**config.mk**
```make
export PLATFORM = sky130hd
export DESIGN_NAME = vslc_spi_target
export DESIGN_NICKNAME = d
export VERILOG_FILES = /design/src/rtl/vslc_spi_pkg.sv /design/src/rtl/vslc_sync_edge.sv /design/src/rtl/vslc_spi_target.sv
export SDC_FILE = /design/constraint.sdc
export NUM_CORES = 1
export LEC_CHECK = 0
export ABC_CLOCK_PERIOD_IN_PS = 3600
export BUFFER_PORTS_ARGS = -buffer_cell sky130_fd_sc_hd__buf_2
export CAP_MARGIN = 10
export CORE_MARGIN = 2
export CORE_UTILIZATION = 25
export CTS_CLUSTER_SIZE = 20
export DETAILED_ROUTE_END_ITERATION = 12
export SYNTH_ARGS = -nofsm -noshare
export SYNTH_HDL_FRONTEND = slang
export SYNTH_SLANG_ARGS = --single-unit
```
**constraint.sdc**
```tcl
create_clock -name clk_i -period 3.6 [get_ports clk_i]
set_input_delay 0.54 -clock clk_i [delete_from_list [all_inputs] [get_ports clk_i]]
set_output_delay 0.54 -clock clk_i [all_outputs]
set_load 0.01 [all_outputs]
```
**src/rtl/vslc_spi_pkg.sv**
```systemverilog
// Shared types and constants for the VSLC SPI target.
package vslc_spi_pkg;

  typedef enum logic [1:0] {
    StIdle,
    StCmd,
    StData
  } state_e;

  localparam int unsigned CMD_RW_BIT         = 7;
  localparam int unsigned MIN_SCLK_HALF_CLKS = 4;

endpackage

```
**src/rtl/vslc_sync_edge.sv**
```systemverilog
// Multi-stage synchronizer with rise/fall pulses on the synchronized level.
module vslc_sync_edge #(
  parameter int unsigned Stages = 2
) (
  input  logic clk_i,
  input  logic rst_i,
  input  logic d_i,
  output logic q_o,
  output logic rise_o,
  output logic fall_o
);

  logic [Stages-1:0] sync_q;
  logic              prev_q;

  // Chain resets low so a cs_n held low across reset never looks like a fresh select.
  always_ff @(posedge clk_i or posedge rst_i) begin
    if (rst_i) begin
      sync_q <= '0;
      prev_q <= 1'b0;
    end else begin
      sync_q <= Stages'({sync_q, d_i});
      prev_q <= sync_q[Stages-1];
    end
  end

  assign q_o    = sync_q[Stages-1];
  assign rise_o = sync_q[Stages-1] & ~prev_q;
  assign fall_o = ~sync_q[Stages-1] & prev_q;

endmodule

```
**src/rtl/vslc_spi_target.sv**
```systemverilog
// SPI mode-0 target bridging an external host onto single-cycle register strobes,
// with burst auto-increment and read prefetch.
module vslc_spi_target
  import vslc_spi_pkg::*;
#(
  parameter int unsigned ADDR_W      = 7,
  parameter int unsigned DATA_W      = 8,
  parameter int unsigned SYNC_STAGES = 2
) (
  input  logic              clk_i,
  input  logic              rst_i,
  input  logic              sclk_i,
  input  logic              cs_n_i,
  input  logic              mosi_i,
  output logic              miso_o,
  output logic              miso_oe_o,
  output logic [ADDR_W-1:0] reg_addr_o,
  output logic [DATA_W-1:0] reg_wdata_o,
  output logic              reg_we_o,
  output logic              reg_re_o,
  input  logic [DATA_W-1:0] reg_rdata_i,
  output logic              busy_o
);

  localparam int unsigned     CntW    = $clog2(DATA_W);
  localparam logic [CntW-1:0] LastBit = CntW'(DATA_W - 1);

  logic sclk_s, sclk_rise, sclk_fall;
  logic cs_n_s, cs_rise, cs_fall;
  logic mosi_s, mosi_rise, mosi_fall;

  vslc_sync_edge #(.Stages(SYNC_STAGES)) u_sync_sclk (
    .clk_i  (clk_i),
    .rst_i  (rst_i),
    .d_i    (sclk_i),
    .q_o    (sclk_s),
    .rise_o (sclk_rise),
    .fall_o (sclk_fall)
  );

  vslc_sync_edge #(.Stages(SYNC_STAGES)) u_sync_cs (
    .clk_i  (clk_i),
    .rst_i  (rst_i),
    .d_i    (cs_n_i),
    .q_o    (cs_n_s),
    .rise_o (cs_rise),
    .fall_o (cs_fall)
  );

  vslc_sync_edge #(.Stages(SYNC_STAGES)) u_sync_mosi (
    .clk_i  (clk_i),
    .rst_i  (rst_i),
    .d_i    (mosi_i),
    .q_o    (mosi_s),
    .rise_o (mosi_rise),
    .fall_o (mosi_fall)
  );

  logic unused_edges;
  assign unused_edges = ^{sclk_s, cs_rise, mosi_rise, mosi_fall};

  state_e            state_q;
  logic [CntW-1:0]   bitcnt_q;
  logic [DATA_W-1:0] rx_sr_q;
  logic [DATA_W-1:0] tx_sr_q;
  logic [ADDR_W-1:0] reg_addr_q;
  logic [DATA_W-1:0] reg_wdata_q;
  logic              reg_we_q;
  logic              reg_re_q;
  logic              load_q;
  logic              rw_q;
  logic              busy_q;
  logic              miso_oe_q;

  logic [DATA_W-1:0] rx_byte;
  assign rx_byte = {rx_sr_q[DATA_W-2:0], mosi_s};

  always_ff @(posedge clk_i or posedge rst_i) begin
    if (rst_i) begin
      state_q     <= StIdle;
      bitcnt_q    <= '0;
      rx_sr_q     <= '0;
      tx_sr_q     <= '0;
      reg_addr_q  <= '0;
      reg_wdata_q <= '0;
      reg_we_q    <= 1'b0;
      reg_re_q    <= 1'b0;
      load_q      <= 1'b0;
      rw_q        <= 1'b0;
      busy_q      <= 1'b0;
      miso_oe_q   <= 1'b0;
    end else begin
      reg_we_q <= 1'b0;
      reg_re_q <= 1'b0;
      // Read data is valid one clk after the request; capture it then.
      load_q   <= reg_re_q;
      if (load_q) begin
        tx_sr_q <= reg_rdata_i;
      end
      if (reg_we_q) begin
        reg_addr_q <= reg_addr_q + ADDR_W'(1);
      end
      unique case (state_q)
        StIdle: begin
          if (cs_fall) begin
            state_q   <= StCmd;
            bitcnt_q  <= '0;
            busy_q    <= 1'b1;
            miso_oe_q <= 1'b1;
          end
        end
        StCmd: begin
          if (cs_n_s) begin
            state_q   <= StIdle;
            busy_q    <= 1'b0;
            miso_oe_q <= 1'b0;
          end else if (sclk_rise) begin
            rx_sr_q  <= rx_byte;
            bitcnt_q <= bitcnt_q + CntW'(1);
            if (bitcnt_q == LastBit) begin
              rw_q       <= rx_byte[CMD_RW_BIT];
              reg_addr_q <= rx_byte[ADDR_W-1:0];
              reg_re_q   <= rx_byte[CMD_RW_BIT];
              state_q    <= StData;
            end
          end
        end
        StData: begin
          if (cs_n_s) begin
            state_q   <= StIdle;
            busy_q    <= 1'b0;
            miso_oe_q <= 1'b0;
          end else if (sclk_rise) begin
            rx_sr_q  <= rx_byte;
            bitcnt_q <= bitcnt_q + CntW'(1);
            if (bitcnt_q == LastBit) begin
              if (rw_q) begin
                reg_addr_q <= reg_addr_q + ADDR_W'(1);
                reg_re_q   <= 1'b1;
              end else begin
                reg_wdata_q <= rx_byte;
                reg_we_q    <= 1'b1;
              end
            end
          end else if (sclk_fall && rw_q && (bitcnt_q != '0)) begin
            // The first fall of each byte only presents the MSB; later falls advance.
            tx_sr_q <= {tx_sr_q[DATA_W-2:0], 1'b0};
          end
        end
        default: state_q <= StIdle;
      endcase
    end
  end

  assign miso_o      = (state_q == StData) && rw_q && tx_sr_q[DATA_W-1];
  assign miso_oe_o   = miso_oe_q;
  assign reg_addr_o  = reg_addr_q;
  assign reg_wdata_o = reg_wdata_q;
  assign reg_we_o    = reg_we_q;
  assign reg_re_o    = reg_re_q;
  assign busy_o      = busy_q;

endmodule

```
=== Yosys cells after proc, flatten, opt, wreduce, memory -nomap -nowiden ===
Index checks and enable logic that the tools add are counted.

* Equal/unequal tests: 10
* Bitwise logic cells: 7
* Mux-type cells: 40
* Add/subtract/negate cells: 2
* Reductions and logical operators: 14

{| class="wikitable"
|+ Operators by type and width
! operator !! number
|-
| $mux W7 || 8
|-
| $mux W8 || 5
|-
| $mux W1 || 14
|-
| $pmux W7 S2 || 1
|-
| $reduce_and A4 Y1 || 3
|-
| $mux W2 || 5
|-
| $mux W3 || 3
|-
| $add A7 B1 Y7 const B || 1
|-
| $ne A2 B1 Y1 const B || 3
|-
| $ne A3 B2 Y1 const B || 2
|-
| $pmux W2 S3 || 1
|-
| $pmux W3 S2 || 1
|-
| $reduce_and A3 Y1 || 2
|-
| $reduce_and A5 Y1 || 1
|-
| $logic_and A1 B1 Y1 || 4
|-
| $ne A2 B2 Y1 const B || 2
|-
| $not A1 Y1 || 4
|-
| $pmux W1 S2 || 2
|-
| $add A3 B1 Y3 const B || 1
|-
| $and A1 B1 Y1 || 3
|-
| $eq A3 B3 Y1 const B || 1
|-
| $reduce_bool A3 Y1 || 1
|-
| $eq A2 B1 Y1 const B || 1
|-
| $eq A2 B2 Y1 const B || 1
|-
| other kinds (3) || 3
|}

* Register bits after elaboration: 48

=== Depth between registers and ports, before layout ===
Gate-level depths: netlist of the first run.

* Depth after elaboration: 8
* Depth in mapped cells: 7
* Depth with buffers taken out: 6

=== Hierarchy ===
Synthesis of the first run repeated with hierarchy kept, for this count alone.

* Cells, all modules: 193
* Area, all modules: 2252.2 µm²

{| class="wikitable"
|+ By module, submodules not included
! module !! times used !! cells each !! seq. area each (µm²) !! area each (µm²)
|-
| vslc_spi_target || 1 || 175 || 1001.0 || 1970.6
|-
| vslc_sync_edge || 3 || 6 || 75.1 || 93.8
|}

=== Least setup slack after synthesis of the first run ===
No wires, ideal clock.

* Path type: flip-flop to flip-flop
* Start point: reg bitcnt_q[1]
* End point: reg reg_wdata_q[0] (netlist: reg_wdata_o[0])
* Setup slack: 1899 ps
* Cell stages (with the launch flop): 7
* Library setup time: 125 ps
* Buffers on the path: 1
* Required time: 3475 ps
* Arrival time: 1576 ps
* Path through: dfrtp_1 ha_1 ha_1 nand3b_4 or3_1 buf_6 mux2_4

* Word-level cells in the longest chain between the ends: 2

{| class="wikitable"
|+ Ends and longest elaborated chain
! what !! RTL line !! RTL
|-
| from (decl) || vslc_spi_target.sv:63 || <nowiki>logic [CntW-1:0] bitcnt_q;</nowiki>
|-
| from (signal assigned) || vslc_spi_target.sv:119 || <nowiki>bitcnt_q <= bitcnt_q + CntW'(1);</nowiki>
|-
| from (signal assigned) || vslc_spi_target.sv:135 || <nowiki>bitcnt_q <= bitcnt_q + CntW'(1);</nowiki>
|-
| $eq A3 B3 Y1 || vslc_spi_target.sv:136 || <nowiki>if (bitcnt_q == LastBit) begin</nowiki>
|-
| $reduce_and A5 Y1 (no source line) || - ||
|-
| to (signal assigned) || vslc_spi_target.sv:141 || <nowiki>reg_wdata_q <= rx_byte;</nowiki>
|-
| to (decl) || vslc_spi_target.sv:67 || <nowiki>logic [DATA_W-1:0] reg_wdata_q;</nowiki>
|}

Every way passes these cells.
A chain may end at the register's enable or synchronous reset.

=== Worst setup path after layout of the first run ===
* Start point: reg state_q[1]
* End point: reg reg_addr_q[6] (netlist: reg_addr_o[6])

* Word-level cells in the longest chain between the ends: 2
* Elaborated cells on any way between the ends: 3
* Those cells by class: 2 x eq/ne; 1 x mux

{| class="wikitable"
|+ Ends and longest elaborated chain
! what !! RTL line !! RTL
|-
| from (decl) || vslc_spi_target.sv:62 || <nowiki>state_e state_q;</nowiki>
|-
| from (signal assigned) || vslc_spi_target.sv:80 || <nowiki>state_q <= StIdle;</nowiki>
|-
| from (signal assigned) || vslc_spi_target.sv:106 || <nowiki>state_q <= StCmd;</nowiki>
|-
| from (signal assigned) || vslc_spi_target.sv:114 || <nowiki>state_q <= StIdle;</nowiki>
|-
| $eq A2 B2 Y1 or $eq A2 B1 Y1 (tied branches) || vslc_spi_target.sv:103 || <nowiki>unique case (state_q)</nowiki>
|-
| $pmux W7 S2 (*) || vslc_spi_target.sv:103 ||
|-
| to (signal assigned) || vslc_spi_target.sv:101 || <nowiki>reg_addr_q <= reg_addr_q + ADDR_W'(1);</nowiki>
|-
| to (signal assigned) || vslc_spi_target.sv:122 || <nowiki>reg_addr_q <= rx_byte[ADDR_W-1:0];</nowiki>
|-
| to (signal assigned) || vslc_spi_target.sv:138 || <nowiki>reg_addr_q <= reg_addr_q + ADDR_W'(1);</nowiki>
|-
| to (decl) || vslc_spi_target.sv:66 || <nowiki>logic [ADDR_W-1:0] reg_addr_q;</nowiki>
|}

Every way passes the cells marked *; elsewhere a longest branch is shown, timed or not.

==> summary.txt, run 1 <==
Run status
  – Outcome: completed

Timing
  – FMAX: 515.1 MHz
  – Setup Skew: 0.004801 ns
  – Slew Limit Fails: 0
  – Period utilization: 53.93%
  – Least-Margin Pin Slew: ~0.99 ns
  – Final Hold Viols: 0
  – # setup viols final: 0
  – Post-route setup TNS: 0 ns
  – Tmin final: 1.941 ns
  – Unrepaired setup endpoints after global routing: false
  – Slew margin rel.: 33.69%

Global route
  – GRT Total Usage: 9.431%
  – Vias in the first global route: 1495
  – Initial antenna violation count: 0
  – Largest net degree at the start of global routing: a little under 50
  – Total grt overflow: 0
  – First-pass GRT wire length: 7376 um

Logic synthesis
  – Post-synth top area cell: dfrtp_1
  – Synth top area cells: dfrtp_1 53%, mux2_2 5.5%, mux2_4 5.3%
  – Post-Synthesis Cells: between 150 and 200
  – Post-synth top cells: 48 x dfrtp_1, 12 x nand2_1, 11 x mux2_2
  – Top cell type's share of synthesized area: a little over half
  – Cell area after synthesis: 2267 um^2
  – Sequential area share after synthesis: 52.98%
  – Mapped Nets: 207
  – Top-count cell post-synth: dfrtp_1
  – Syn_area_per_cell: 12.12 um^2
  – Asr flop ratio synth: 100.0%
  – Yosys warns: 0
  – Most used DFF post-synth: dfrtp_1
  – Distinct cell type count after synthesis: 42
  – Post-synth EDFFs: 0
  – FF+latch count, synth: 48

Worst setup path
  – Critical Path Sink Type: flop
  – R2R depth: 6
  – Reg-to-Reg End: reg_addr_o[6]$_DFF_PP0_
  – FF-to-FF Start: state_q[1]$_DFFE_PP0P_
  – CP max stage cell: o41ai_1
  – Worst Setup Path Type: flop to flop
  – Max stage delay on crit path: 0.51 ns
  – Crit start category: flop
  – Reg-to-reg setup timing slack: 1.66 ns
  – CP cell instances: inv_1 > ha_1 > inv_2 > o41ai_1 > a21oi_1 > o211ai_1
  – CP required: 3.81 ns
  – CP arrival: 2.15 ns
  – CP Max Fanout: 9

Floorplanning
  – CORE AREA: 8763 um^2
  – Ports: 33
  – Die width: slightly below 100 um
  – Starting Density: between 20% and 30%
  – Die area: 9847 um^2
  – FP Rows: 34
  – Die H: approximately 99 um

Layout
  – Multi-input gate area: 973.4 um^2
  – Layout Utilization: 29.88%
  – Nets@finish: 238
  – Fillcell total: between 900 and 1000
  – N_diodes: 0
  – Fraction of layout cells with a size suffix above 1: 29.68%
  – Syn-to-layout area delta: 15.51%
  – FF/Latch Area: roughly 1200 um^2

Drt
  – Drt first pass iters: 4
  – Metal2 WL: 1847 um
  – Highest Signal Layer: met4
  – Post-DRT Antenna Nets: 0
  – Met1 wire length: approximately 2100 um
  – WL met3: 266 um
  – WL final: 4288 um
  – Wirelength per Cell: roughly 13 um
  – Iteration-0 DRC Markers: 88
  – Vias per cell: 4.459
  – Via Count: 1458
  – Drt drc: 0

Pwr
  – Switching Fraction: between 20% and 30%
  – Reg power frac: about half
  – Power density cells: 477.4 nW/um^2
  – Power share of the clock group: 30.3%
  – Worst IR Drop VDD: 0.1707 mV
  – Switching power: 0.3492 mW
  – Int Pwr: 0.9010 mW
  – Comb pwr share: between 10% and 20%
  – Overall power: 1.250 mW
  – Leak: 1.214 nW

Clock network
  – CTS tree: yes
  – Post-CTS Setup Repair Bufs: 0
  – Clock transition at the registers of the reported paths: approximately 0.080 ns
  – CTS Sinks: 48
  – Deepest clock path buffer count: 2
  – Clk root buf: clkbuf_8
  – Total CTS buffers: 5
  – Post-CTS Hold Buffers: 0
  – Post-CTS sizing: 0
  – H-tree levels: 2
  – Clock Latency Late Sink: ~0.30 ns

Worst hold path
  – Hold Startpoint: sclk_i
  – Worst hold-check path type: primary input to flop
  – Hold Crit Depth: 1
  – Hold Path End: u_sync_sclk.sync_q[0]$_DFF_PP0_

Placed design
  – GPL Wtd Cong: 0.7331
  – DP Wirelength: 3161 um
  – # port buffers: 32

Flow run
  – Max-cap viol count: 0
-- stage by stage --
| stage | cell area [um^2] | setup slack, ns | cells | hold slack (ns) |
|---|---|---|---|---|
| finish | 2619 | 1.659 | 327 | 0.3429 |
| global route | 2619 | 1.480 | 327 | 0.3330 |
| CTS | 2619 | 1.656 | 327 | 0.3333 |
| detailed placement | 2511 | 1.659 | 319 | 0.3347 |
| global placement | 2511 | 1.698 | 319 | 0.3321 |
| floorplan | 2267 | 1.899 | 187 | 0.3312 |
-- sequential cells by signal, summed over array words and instances, names as in the netlist --
| name | cells |
|---|---|
| miso_oe_o | 1 |
| u_sync_mosi.sync_q | 2 |
| reg_addr_o | 7 |
| rx_sr_q | 7 |
| u_sync_sclk.sync_q | 2 |
| reg_re_o | 1 |
| u_sync_cs.sync_q | 2 |
| reg_wdata_o | 8 |
| tx_sr_q | 8 |
| bitcnt_q | 3 |
| reg_we_o | 1 |
| state_q | 2 |
| load_q | 1 |
| u_sync_sclk.prev_q | 1 |
| u_sync_cs.prev_q | 1 |
| rw_q | 1 |
-- final cells by class --
| cell class | instances | share of cell area [%] |
|---|---|---|
| repair buffers | 32 | 6.116 |
| multi-input cells | 120 | 37.17 |
| clock inverters | 2 | 1.338 |
| clock buffers | 6 | 2.771 |
| inverters | 11 | 1.577 |
| well taps | 108 | 5.160 |
| flip-flops and latches | 48 | 45.87 |
-- critical path: cells and delay by family (launching register included) --
family | cells | cell delay, ns
AO/OA/AOI/OAI | 3 | 0.84
adder cells (fa/ha/maj) | 1 | 0.41
buffers and inverters | 2 | 0.21
flip-flops | 1 | 0.39
-- routing by layer --
layer / vias up / global-route usage [%]
li1: 728 / -
met1: 693 / 12.69
met2: 29 / 13.15
met3: 8 / 3.303
met4: 0 / 5.269
met5: - / 0
-- power by group through the flow --
stage | sequential (mW) | combinational [mW] | clock (mW)
2_1_floorplan | 0.637 | 0.184 | 0
3_3_place_gp | 0.649 | 0.232 | 0
3_5_place_dp | 0.652 | 0.234 | 0
4_1_cts | 0.640 | 0.235 | 0.394
5_1_grt | 0.651 | 0.264 | 0.411
6_report | 0.639 | 0.233 | 0.379
-- logic make-up (layout without fill, tap and decap cells) --
logic type | after synthesis | count (layout) | synth area share (%)
muxes | 28 | 28 | 14.74
and+or+nand+nor | 41 | 41 | 10.49
xor gates and xnor gates | 7 | 7 | 2.704
adders and majority gates | 7 | 7 | 3.863
DFF | 48 | 48 | 52.98
buffers and inverters | 19 | 51 | 4.084
AOI/OAI and AO/OA | 37 | 37 | 11.15
-- worst max path at each step --
stage | cells past startpoint | to | slack (ns) | start
final | 6 | reg_addr_o[6]$_DFF_PP0_ | 1.66 | state_q[1]$_DFFE_PP0P_
after global placement | 6 | reg_addr_o[5]$_DFF_PP0_ | 1.70 | state_q[1]$_DFFE_PP0P_
after detailed placement | 5 | reg_wdata_o[0]$_DFFE_PP0P_ | 1.66 | bitcnt_q[1]$_DFFE_PP0P_
after floorplan | 6 | reg_wdata_o[0]$_DFFE_PP0P_ | 1.90 | bitcnt_q[1]$_DFFE_PP0P_
after global routing | 6 | reg_addr_o[5]$_DFF_PP0_ | 1.48 | state_q[1]$_DFFE_PP0P_
after CTS | 6 | reg_addr_o[6]$_DFF_PP0_ | 1.66 | state_q[1]$_DFFE_PP0P_
-- cells in the final DEF (no fill, tap or decap), types with 2 or more instances in the layout --
master / n
o21a_1: 3
inv_2: 2
a22oi_1: 4
clkbuf_8: 5
mux2i_1: 9
a22o_1: 2
nor3_1: 3
o22ai_1: 5
xor2_1: 4
a21oi_1: 6
nand4_1: 4
dfrtp_1: 48
o21ai_0: 10
buf_2: 32
nor2_1: 2
xnor2_1: 3
o211ai_1: 2
ha_1: 7
nand2_1: 12
inv_1: 9
nand3_1: 5
nand2b_1: 4
mux2_4: 8
mux2_2: 11
Power figures use the tool's default switching activity.
==> run 2: changes to the inputs <==
--- a/config.mk
+++ b/config.mk
@@ -5,7 +5,8 @@
 export SDC_FILE = /design/constraint.sdc
 export NUM_CORES = 1
 export LEC_CHECK = 0
-export ABC_CLOCK_PERIOD_IN_PS = 3600
+export ABC_AREA = 1
+export ABC_CLOCK_PERIOD_IN_PS = 1700
 export BUFFER_PORTS_ARGS = -buffer_cell sky130_fd_sc_hd__buf_2
 export CAP_MARGIN = 10
 export CORE_MARGIN = 2
==> constraint.sdc (replaced) <==
create_clock -name clk_i -period 1.7 [get_ports clk_i]
set_input_delay 0.255 -clock clk_i [delete_from_list [all_inputs] [get_ports clk_i]]
set_output_delay 0.255 -clock clk_i [all_outputs]
set_load 0.01 [all_outputs]
==> run 2 against run 1 <==
Hold slack worse by 0.30 ns. Cell count rose by 32%. Register-to-register slack worse by 1.5 ns. Sequential power up 120%. Sequential cell count unchanged. Clock-buffer cell count decreased by 1. Setup slack got worse by 1.5 ns. Cell area increased by 6.8%. Highest routed layer unchanged. Routed wire length increased by 11%. Via count up 27%. Global-route usage grew 0.94 points.
==> summary.txt, run 2 <==
Run status
  – Outcome: completed (unchanged)

Drt
  – Wirelength per Cell: 11.04 um (was 13.11 um)
  – Drt first pass iters: 5 (was 4)
  – Post-DRT Antenna Nets: 0 (unchanged)
  – Via Count: 1857 (was 1458)
  – WL final: 4769 um (was 4288 um)
  – Vias per cell: 4.299 (was 4.459)
  – Iteration-0 DRC Markers: 85 (was 88)
  – Drt drc: 0 (unchanged)

Logic synthesis
  – Distinct cell type count after synthesis: 31 (was 42)
  – Synth top area cells: dfrtp_1 51%, nand2_1 13%, inv_1 6.4% (was dfrtp_1 53%, mux2_2 5.5%, mux2_4 5.3%)
  – Cell area after synthesis: 2342 um^2 (was 2267 um^2)
  – Post-synth top cells: 81 x nand2_1, 48 x dfrtp_1, 40 x inv_1 (was 48 x dfrtp_1, 12 x nand2_1, 11 x mux2_2)
  – Post-synth EDFFs: 0 (unchanged)
  – Post-Synthesis Cells: 280 (was 187)
  – Asr flop ratio synth: 100.0% (unchanged)
  – FF+latch count, synth: 48 (unchanged)
  – Top cell type's share of synthesized area: 51.28% (was 52.98%)
  – Mapped Nets: 300 (was 207)
  – Syn_area_per_cell: 8.365 um^2 (was 12.12 um^2)
  – Yosys warns: 0 (unchanged)
  – Post-synth top area cell: dfrtp_1 (unchanged)
  – Most used DFF post-synth: dfrtp_1 (unchanged)
  – Top-count cell post-synth: nand2_1 (was dfrtp_1)
  – Sequential area share after synthesis: 51.28% (was 52.98%)

Global route
  – First-pass GRT wire length: 8404 um (was 7376 um)
  – Total grt overflow: 0 (unchanged)
  – Largest net degree at the start of global routing: 32 (was 49)
  – Initial antenna violation count: 0 (unchanged)
  – GRT Total Usage: 10.37% (was 9.431%)
  – Vias in the first global route: 1812 (was 1495)

Worst setup path
  – CP max stage cell: dfrtp_1 (was o41ai_1)
  – R2R depth: 9 (was 6)
  – FF-to-FF Start: bitcnt_q[1]$_DFFE_PP0P_ (was state_q[1]$_DFFE_PP0P_)
  – CP cell instances: inv_2 > ha_4 > inv_1 > nor3_2 > buf_2 (was inv_1 > ha_1 > inv_2 > o41ai_1 > a21oi_1 > o211ai_1)
  – Max stage delay on crit path: 0.40 ns (was 0.51 ns)
  – Critical Path Sink Type: output pin (was flop)
  – Reg-to-reg setup timing slack: 0.15 ns (was 1.66 ns)
  – CP arrival: 1.31 ns (was 2.15 ns)
  – CP required: 1.44 ns (was 3.81 ns)
  – Worst Setup Path Type: flop to output pin (was flop to flop)
  – Reg-to-Reg End: reg_addr_o[0]$_DFF_PP0_ (was reg_addr_o[6]$_DFF_PP0_)
  – Crit start category: flop (unchanged)
  – CP Max Fanout: 4 (was 9)

Worst hold path
  – Hold Path End: u_sync_mosi.sync_q[0]$_DFF_PP0_ (was u_sync_sclk.sync_q[0]$_DFF_PP0_)
  – Hold Startpoint: mosi_i (was sclk_i)
  – Hold Crit Depth: 1 (unchanged)
  – Worst hold-check path type: primary input to flop (unchanged)

Pwr
  – Worst IR Drop VDD: 0.4127 mV (was 0.1707 mV)
  – Comb pwr share: 32.9% (was 18.6%)
  – Power share of the clock group: 22.5% (was 30.3%)
  – Switching power: 1.129 mW (was 0.3492 mW)
  – Leak: 1.432 nW (was 1.214 nW)
  – Power density cells: 1109 nW/um^2 (was 477.4 nW/um^2)
  – Switching Fraction: 36.42% (was 27.93%)
  – Overall power: 3.100 mW (was 1.250 mW)
  – Reg power frac: 44.6% (was 51.1%)
  – Int Pwr: 1.971 mW (was 0.9010 mW)

Layout
  – Fillcell total: 952 (was 909)
  – Most common cell after layout, fill and taps aside: nand2_1 (was dfrtp_1)
  – Nets@finish: 340 (was 238)
  – Fraction of layout cells with a size suffix above 1: 22.43% (was 29.68%)
  – Most frequent cells in the layout: 80 x nand2_1, 48 x dfrtp_1, 37 x inv_1, 32 x buf_2, 26 x o21ai_0 (was 48 x dfrtp_1, 32 x buf_2, 12 x nand2_1, 11 x mux2_2, 10 x o21ai_0)
  – N_diodes: 0 (unchanged)
  – Syn-to-layout area delta: 19.39% (was 15.51%)

Clock network
  – Clk root buf: clkbuf_8 (unchanged)
  – Total CTS buffers: 5 (unchanged)
  – Clock Latency Late Sink: 0.31 ns (was 0.30 ns)
  – Deepest clock path buffer count: 2 (unchanged)
  – Clock transition at the registers of the reported paths: 0.10 ns (was 0.08 ns)
  – H-tree levels: 2 (unchanged)
  – Post-CTS Setup Repair Bufs: 0 (unchanged)
  – CTS tree: yes (unchanged)
  – CTS Sinks: 48 (unchanged)

Timing
  – Setup Skew: 0.01107 ns (was 0.004801 ns)
  – Slew margin rel.: 73.00% (was 33.69%)
  – Post-route setup TNS: 0 ns (unchanged)
  – Slew Limit Fails: 0 (unchanged)
  – Unrepaired setup endpoints after global routing: false (unchanged)
  – FMAX: 637.9 MHz
  – # setup viols final: 0 (unchanged)
  – Period utilization: 92.21%
  – Final Hold Viols: 0 (unchanged)
  – Least-Margin Pin Slew: 0.4045 ns (was 0.9932 ns)
  – Tmin final: between 1.5 and 2 ns

Floorplanning
  – Die width: 100.8 um (was 99.23 um)
  – CORE AREA: 9153 um^2 (was 8763 um^2)
  – Die area: 10160 um^2 (was 9847 um^2)
  – FP Rows: 35 (was 34)
  – Ports: 33 (unchanged)
  – Starting Density: 25.59% (was 25.87%)
  – Die H: 100.8 um (was 99.23 um)

Placed design
  – # port buffers: 32 (unchanged)
  – DP Wirelength: 3553 um (was 3161 um)
  – GPL Wtd Cong: 0.8497 (was 0.7331)

Flow run
  – Max-cap viol count: 0 (unchanged)
## run 2: critical path, delay by kind of cell, from the launching register on
kind | cells | cell delay (ns)
adder cells (fa/ha/maj) | 1 | 0.17
AND/OR/NAND/NOR | 1 | 0.14
buffers and inverters | 3 | 0.30
flip-flops | 1 | 0.40
## run 2: what timing repair did
item / in CTS / in global routing
setup endpoints to repair: 1 / 11
hold buffers: 1 / 0
endpoints found under the hold margin: 17 / 0
gates resized for setup: 2 / 7
## run 2: cell type report
class                      count  area, um^2  share of cell area, %
clock inverter                 3       22.52                 0.8054
timing repair buffer          40       247.7                  8.859
clock buffer                   5       68.82                  2.461
inverter                      41       153.9                  5.503
multi-input combinational    184       963.4                  34.45
tap                          111       138.9                  4.966
sequential                    48        1201                  42.95
## run 2: through the flow
step	instances	area (um^2)	utilization [%]	setup WS, ns	hold WS, ns
finish	432	2796	30.55	0.1324	0.04068
global route	432	2796	30.55	0.01390	0.03645
CTS	432	2781	30.39	0.01305	0.03229
detailed placement	423	2668	29.15	0.09852	0.2645
global placement	423	2668	29.15	0.1200	0.2666
floorplan	280	2342	-	0.2822	0.2864
## run 2: per-layer routing
layer,GRT usage (%),vias up,share of wire (%),wire (um)
li1,-,960,-,-
met1,12.86,857,45,2167
met2,17.85,33,49,2343
met3,1.803,7,3.4,163
met4,4.110,0,2.0,95
met5,0,-,0,0
## run 2: worst max path at each step
stage	startpoint	endpoint	slack (ns)	cells past startpoint
2_1_floorplan	state_q[0]$_DFFE_PP0P_	reg_wdata_o[4]$_DFFE_PP0P_	0.28	6
3_3_place_gp	state_q[0]$_DFFE_PP0P_	tx_sr_q[1]$_DFF_PP0_	0.12	7
3_5_place_dp	bitcnt_q[1]$_DFFE_PP0P_	reg_addr_o[0]$_DFF_PP0_	0.1	9
4_1_cts	state_q[0]$_DFFE_PP0P_	miso_o	0.01	5
5_1_grt	state_q[1]$_DFFE_PP0P_	bitcnt_q[0]$_DFFE_PP0P_	0.01	7
6_report	state_q[0]$_DFFE_PP0P_	miso_o	0.13	5
## run 2: power by group through the flow
stage / logic, mW / registers, mW / clock network (mW)
detailed placement: 0.969 / 1.40 / 0
floorplan: 0.665 / 1.39 / 0
global route: 1.16 / 1.40 / 0.784
global placement: 0.949 / 1.40 / 0
finish: 1.02 / 1.38 / 0.696
CTS: 0.997 / 1.39 / 0.730
## run 2: logic make-up (layout without fill, tap and decap cells)
family,Yosys count,in the layout,synth area share [%]
compound gates,50,50,12.45
xor+xnor,2,2,0.7480
fa+ha+maj,7,7,3.739
buf+inv,48,89,8.760
flops,48,48,51.28
simple gates,125,125,23.02
